File: src/rtl/acc_mop_stream.sv
// ---------------------------------------------------------------------------
// lau_pkg     : shared arithmetic-library types (adder speed selection).
// lau_cpa     : library carry-propagate adder, s_o = a_i + b_i + c_i mod 2^width.
// acc_mop_stream : streaming multi-operand adder/subtracter.
//
// acc_mop_stream ports
//   clk_i        clock, rising edge
//   rst_i        synchronous active-high reset
//   op_valid_i   operand valid
//   op_ready_o   operand ready (high while accumulating)
//   op_i         operand, width bits
//   op_sub_i     1: subtract op_i, 0: add op_i
//   op_last_i    operand closes the group
//   sum_valid_o  group result valid
//   sum_ready_i  group result ready
//   sum_o        group result, modulo 2^width
//   count_o      number of operands in the group
//   forced_o     group was closed by the depth limit rather than op_last_i
//
// Operands are accumulated one per handshake. A group closes on op_last_i or
// on the depth-th operand; the result is then presented on the output channel
// and no operand is accepted until it has been taken.
// ---------------------------------------------------------------------------

package lau_pkg;
  typedef enum logic {SLOW = 1'b0, FAST = 1'b1} speed_e;
endpackage

module lau_cpa #(
  parameter int               width = 8,
  parameter lau_pkg::speed_e  speed = lau_pkg::FAST
) (
  input  logic [width-1:0] a_i,
  input  logic [width-1:0] b_i,
  input  logic             c_i,
  output logic [width-1:0] s_o
);

  if (speed == lau_pkg::FAST) begin : g_fast
    // Leave carry structure to the synthesis tool's adder mapping.
    assign s_o = a_i + b_i + {{(width-1){1'b0}}, c_i};
  end else begin : g_slow
    // Explicit ripple chain: smallest structure, longest carry path.
    always_comb begin
      logic             c;
      logic [width-1:0] s;
      c = c_i;
      s = '0;
      for (int i = 0; i < width; i++) begin
        s[i] = a_i[i] ^ b_i[i] ^ c;
        c    = (a_i[i] & b_i[i]) | (c & (a_i[i] ^ b_i[i]));
      end
      s_o = s;
    end
  end

endmodule

module acc_mop_stream #(
  parameter int               width = 8,
  parameter int               depth = 4,
  parameter lau_pkg::speed_e  speed = lau_pkg::FAST
) (
  input  logic                       clk_i,
  input  logic                       rst_i,
  input  logic                       op_valid_i,
  output logic                       op_ready_o,
  input  logic [width-1:0]           op_i,
  input  logic                       op_sub_i,
  input  logic                       op_last_i,
  output logic                       sum_valid_o,
  input  logic                       sum_ready_i,
  output logic [width-1:0]           sum_o,
  output logic [$clog2(depth+1)-1:0] count_o,
  output logic                       forced_o
);

  localparam int CW = $clog2(depth + 1);

  typedef enum logic {ACC = 1'b0, OUT = 1'b1} state_e;

  state_e                  state_q, state_d;
  logic signed [width-1:0] acc_q, acc_d;
  logic        [CW-1:0]    cnt_q, cnt_d;
  logic signed [width-1:0] sum_q, sum_d;
  logic        [CW-1:0]    count_q, count_d;
  logic                    forced_q, forced_d;

  logic                    op_hs;
  logic        [width-1:0] addend;
  logic        [width-1:0] acc_sum;
  logic        [CW-1:0]    cnt_inc;
  logic                    at_depth;

  assign op_ready_o  = (state_q == ACC);
  assign sum_valid_o = (state_q == OUT);
  assign op_hs       = op_valid_i & op_ready_o;

  // Subtraction as acc + ~op + 1: invert the operand and use the carry-in.
  assign addend = op_sub_i ? ~op_i : op_i;

  lau_cpa #(
    .width (width),
    .speed (speed)
  ) u_cpa (
    .a_i (acc_q),
    .b_i (addend),
    .c_i (op_sub_i),
    .s_o (acc_sum)
  );

  assign cnt_inc  = cnt_q + CW'(1);
  assign at_depth = (cnt_inc == CW'(depth));

  always_comb begin
    state_d  = state_q;
    acc_d    = acc_q;
    cnt_d    = cnt_q;
    sum_d    = sum_q;
    count_d  = count_q;
    forced_d = forced_q;
    unique case (state_q)
      ACC: begin
        if (op_hs) begin
          if (op_last_i || at_depth) begin
            // Close the group: capture the result and start the next group
            // from zero on the same edge.
            sum_d    = acc_sum;
            count_d  = cnt_inc;
            forced_d = at_depth & ~op_last_i;
            acc_d    = '0;
            cnt_d    = '0;
            state_d  = OUT;
          end else begin
            acc_d = acc_sum;
            cnt_d = cnt_inc;
          end
        end
      end
      OUT: begin
        if (sum_ready_i) begin
          state_d = ACC;
        end
      end
      default: state_d = ACC;
    endcase
  end

  always_ff @(posedge clk_i) begin
    if (rst_i) begin
      state_q  <= ACC;
      acc_q    <= '0;
      cnt_q    <= '0;
      sum_q    <= '0;
      count_q  <= '0;
      forced_q <= 1'b0;
    end else begin
      state_q  <= state_d;
      acc_q    <= acc_d;
      cnt_q    <= cnt_d;
      sum_q    <= sum_d;
      count_q  <= count_d;
      forced_q <= forced_d;
    end
  end

  assign sum_o    = sum_q;
  assign count_o  = count_q;
  assign forced_o = forced_q;

endmodule

File: config.mk
export PLATFORM = sky130hd
export DESIGN_NAME = acc_mop_stream
export DESIGN_NICKNAME = d
export VERILOG_FILES = /design/src/rtl/acc_mop_stream.sv
export SDC_FILE = /design/constraint.sdc
export NUM_CORES = 1
export LEC_CHECK = 0
export CORE_MARGIN = 2
export CORE_UTILIZATION = 40
export CTS_CLUSTER_SIZE = 10
export DETAILED_ROUTE_END_ITERATION = 16
export GPL_TIMING_DRIVEN = 0
export PLACE_DENSITY = 0.65
export REMOVE_ABC_BUFFERS = 1
export SETUP_SLACK_MARGIN = 0.4
export SLEW_MARGIN = 20
export SYNTH_ARGS = -nofsm -noshare
export SYNTH_HDL_FRONTEND = slang
export SYNTH_SLANG_ARGS = --single-unit
File: constraint.sdc
create_clock -name clk_i -period 2.2 [get_ports clk_i]
set_input_delay 0.22 -clock clk_i [delete_from_list [all_inputs] [get_ports clk_i]]
set_output_delay 0.22 -clock clk_i [all_outputs]
set_load 0.05 [all_outputs]
==> qor.yml <==
final_layout:
  net_count_final: 206
  final_layout_size_suffix_gt1_share_pct: 20.3
  diodes: 0
  area_growth_pct: 36.8
  highest_count_cells_in_the_layout_ignoring_fill_and_taps: "22 x sky130_fd_sc_hd__dfxtp_1, 22 x sky130_fd_sc_hd__clkdlybuf4s50_1, 14 x sky130_fd_sc_hd__nand2_1, 14 x sky130_fd_sc_hd__a21oi_1, 11 x sky130_fd_sc_hd__buf_4"
hold_path:
  whs_path_cells: 3
  worst_hold_startpoint: "op_i[0]"
  min_delay_worst_endpoint: "acc_q[0]"
  hold_path_class: "in2reg"
placement:
  placement.io_buffers: 27
  pre_cts_ws_ns: -0.651
  dpl.hpwl_um: 2030
  place_congestion: 0.809
global_route:
  remaining_global_route_overflow: 0
  vias_in_the_first_global_route: 1111
  grt_start_max_net_pins: 33
  grt_pass1_wl_um: 4950
  antenna_found_initial: 0
  grtUsageTotal_pct: 15.5
critical_path:
  timing.critical_path.arrival_ns: 2.23
  crit_path_cell_trace: "mux2_4 -> fa_2 -> a21o_1 -> a221o_1 -> a21oi_2 -> xor2_2 -> o31ai_1"
  worst-r2r-cell-count: 7
  timing.rr.start: "acc_q[0]"
  worst_path_max_delay_cell: "sky130_fd_sc_hd__dfxtp_2"
  critical_path.reg2reg.endpoint: "sum_o[6]"
  timing.critical_path.fanout_max: 2
  end_kind: "flop"
  cp-start-kind: "flop"
  critical-path-top-delay-family: "compound AO/OA/AOI/OAI gates"
  critPathRequiredTime_ns: 2.37
  reg2reg_setup_slack_ns: 0.14
  timing_worst_setup_path_type: "reg2reg"
  crit_path_buf_inv_count: 0
  delay_of_the_slowest_critical_path_stage_ns: 0.35
  cp.depth: 7
drt:
  wirelength_met1_um: 1260
  vias: 1180
  dr.first_iter.drc_count: 21
  remaining_drc_errors: 0
  detailed_route_wire_length_per_cell_um: 12.9
  met3RoutedLength_um: 152
  met2_length_um: 1480
  drt_wl_total_um: 2950
  final_antenna_net_count: 0
  iteration_count_of_the_initial_detailed_routing_pass: 4
  vias_per_inst: 5.18
  top_sig_layer: "met4"
logic_synthesis:
  syn_area_sq_um: 1350
  post_synth_main_area_contributors: "sky130_fd_sc_hd__dfxtp_1 36%, sky130_fd_sc_hd__ha_1 7.4%, sky130_fd_sc_hd__xor2_1 6.5%"
  yosysWarningCount: 0
  synth_seq_area_share_pct: 35.5
  synthesis.area_per_instance_sq_um: 9.26
  post-synth-top-area-cell: "sky130_fd_sc_hd__dfxtp_1"
  netlist.area_leader.share_pct: 35.5
  ys_seq_elements: 24
  synth.distinct_cells: 38
  postSynthCellCount: 146
cts:
  cts_max_path_buffers: 2
  insertion_delay_ns: 0.32
  tritoncts: "built"
  clock_tree.htree_level_count: 1
  cts_made_buffers: 3
  clkSinkCount: 24
  root_buffer: "sky130_fd_sc_hd__clkbuf_4"
  clk_pin_slew_ns: 0.14
power:
  irDropWorstVdd_v: 0.000310
  power_per_cell_area_nw_per_um2: 631
  power.total_mw: 1.17
  p_leak_nw: 0.749
timing:
  clock_skew_ns: 0.00862
  hold_viol_final: 0
  setup-tns-final_ns: 0
  max_slew_margin_pct: 27.5
  timing.final.setup_violations: 0
  pnr_worst_setup_slack_ns: 0.144
  worst_slew_pin_slew_ns: 1.08
  max_freq_mhz: 486
  fin_crit_sh_pct: 93.4
  final_period_minus_worst_setup_slack_ns: 2.06
  timing_max_transition_violations_final: 0
  rsz0062_at_grt: "true"
die:
  placeableCoreArea_sq_um: 3280
  fp-row-count: 21
  floorplan.io_pins: 28
  initial_core_util_pct: 41.2
  die_area_sq_um: 3860
  chipHeight_um: 62.2
  chipWidth_um: 62.2
flow_run:
  max-cap-violations: 0
run_status:
  run_status: "finished clean"
## worst register-to-register path: cells and delay by family (launching register included)
kind	cells	cell delay [ns]
AO/OA/AOI/OAI	4	0.75
flip-flops	1	0.35
adder cells (fa/ha/maj)	1	0.34
multiplexers	1	0.27
XOR/XNOR	1	0.20
## metal layers
| layer | GRT usage (%) | up-vias |
|---|---|---|
| met3 | 3.08 | 6 |
| met5 | 0 | - |
| met4 | 5.83 | 0 |
| li1 | - | 591 |
| met2 | 26.6 | 31 |
| met1 | 19.1 | 552 |
## worst max-delay path by stage
| stage | from | to | slack (ns) |
|---|---|---|---|
| after floorplan | acc_q[0] | acc_q[6] | 0.22 |
| after global placement | op_sub_i | acc_q[6] | -0.60 |
| after detailed placement | op_sub_i | acc_q[6] | -0.65 |
| after CTS | acc_q[0] | acc_q[6] | 0.06 |
| after global routing | acc_q[0] | acc_q[6] | 0.06 |
| final | acc_q[0] | sum_o[6] | 0.14 |
## sequential cells by signal (all words and copies together), names as in the netlist
register     cells
acc_q            8
sum_o            8
sum_valid_o      1
forced_o         1
count_o          3
cnt_q            3
## through the flow
stage          std cells  util [%]  area (sq um)  hold slack, ns
5_1_grt              228      56.3          1850           0.378
3_3_place_gp         213      50.2          1650           0.445
2_1_floorplan        140         -          1320           0.289
6_report             228      56.3          1850           0.360
4_1_cts              221      53.6          1760           0.350
3_5_place_dp         213      50.2          1650           0.446
## logic make-up after synthesis
logic type	count (synthesis)	share of synthesized area (%)
adders and majority gates	9	8.88
xor gates and xnor gates	16	10.9
muxes	1	1.11
DFF	24	35.5
AOI/OAI and AO/OA	40	21.7
and+or+nand+nor	49	19.3
buffers and inverters	7	2.50
## power breakdown
group / leakage [nW] / internal, mW / switching (mW) / total, mW
logic: 0.524 / 0.159 / 0.209 / 0.367
registers: 0.197 / 0.462 / 0.0171 / 0.479
clock network: 0.0279 / 0.184 / 0.137 / 0.321
## what timing repair did
action,4_1_cts,5_1_grt
setup buffers,4,7
gates resized for setup,13,10
endpoints found under the setup margin,17,15
pin swaps,4,8
hold buffers,0,0
cloned,0,0
## final cells by class
| cell class | count | area (sq um) |
|---|---|---|
| clock buffers | 3 | 22.5 |
| clock inverters | 1 | 30.0 |
| fillers | 310 | 1430 |
| inverters | 1 | 3.75 |
| multi-input cells | 115 | 907 |
| flip-flops and latches | 24 | 483 |
| well taps | 46 | 57.6 |
| repair buffers | 38 | 347 |
## Yosys cell counts
cell type and number:
sky130_fd_sc_hd__nor2b_1 1, sky130_fd_sc_hd__o41ai_1 2, sky130_fd_sc_hd__o21ai_0 2, sky130_fd_sc_hd__nand2_1 14, sky130_fd_sc_hd__a21oi_1 15, sky130_fd_sc_hd__nor3b_1 2
sky130_fd_sc_hd__a31oi_4 1, sky130_fd_sc_hd__a221o_1 2, sky130_fd_sc_hd__or2_2 1, sky130_fd_sc_hd__a22oi_1 2, sky130_fd_sc_hd__nand3b_1 6, sky130_fd_sc_hd__fa_1 1
sky130_fd_sc_hd__a31o_4 1, sky130_fd_sc_hd__o31ai_1 2, sky130_fd_sc_hd__and2_1 2, sky130_fd_sc_hd__xnor2_1 5, sky130_fd_sc_hd__nor2_4 1, sky130_fd_sc_hd__nor2_1 9
sky130_fd_sc_hd__a211o_1 2, sky130_fd_sc_hd__inv_1 1, sky130_fd_sc_hd__nor3_1 4, sky130_fd_sc_hd__xor2_2 1, sky130_fd_sc_hd__a21o_1 4, sky130_fd_sc_hd__clkbuf_1 4
sky130_fd_sc_hd__nand3_1 2, sky130_fd_sc_hd__xor2_1 10, sky130_fd_sc_hd__dfxtp_1 24, sky130_fd_sc_hd__buf_6 1, sky130_fd_sc_hd__nand2b_1 1, sky130_fd_sc_hd__a211oi_1 3
sky130_fd_sc_hd__a31oi_1 1, sky130_fd_sc_hd__a21oi_2 3, sky130_fd_sc_hd__mux2_4 1, sky130_fd_sc_hd__nand2_2 1, sky130_fd_sc_hd__ha_1 8, sky130_fd_sc_hd__and3b_1 2
sky130_fd_sc_hd__nor4_1 3, sky130_fd_sc_hd__buf_1 1
Power figures use the tool's default switching activity.
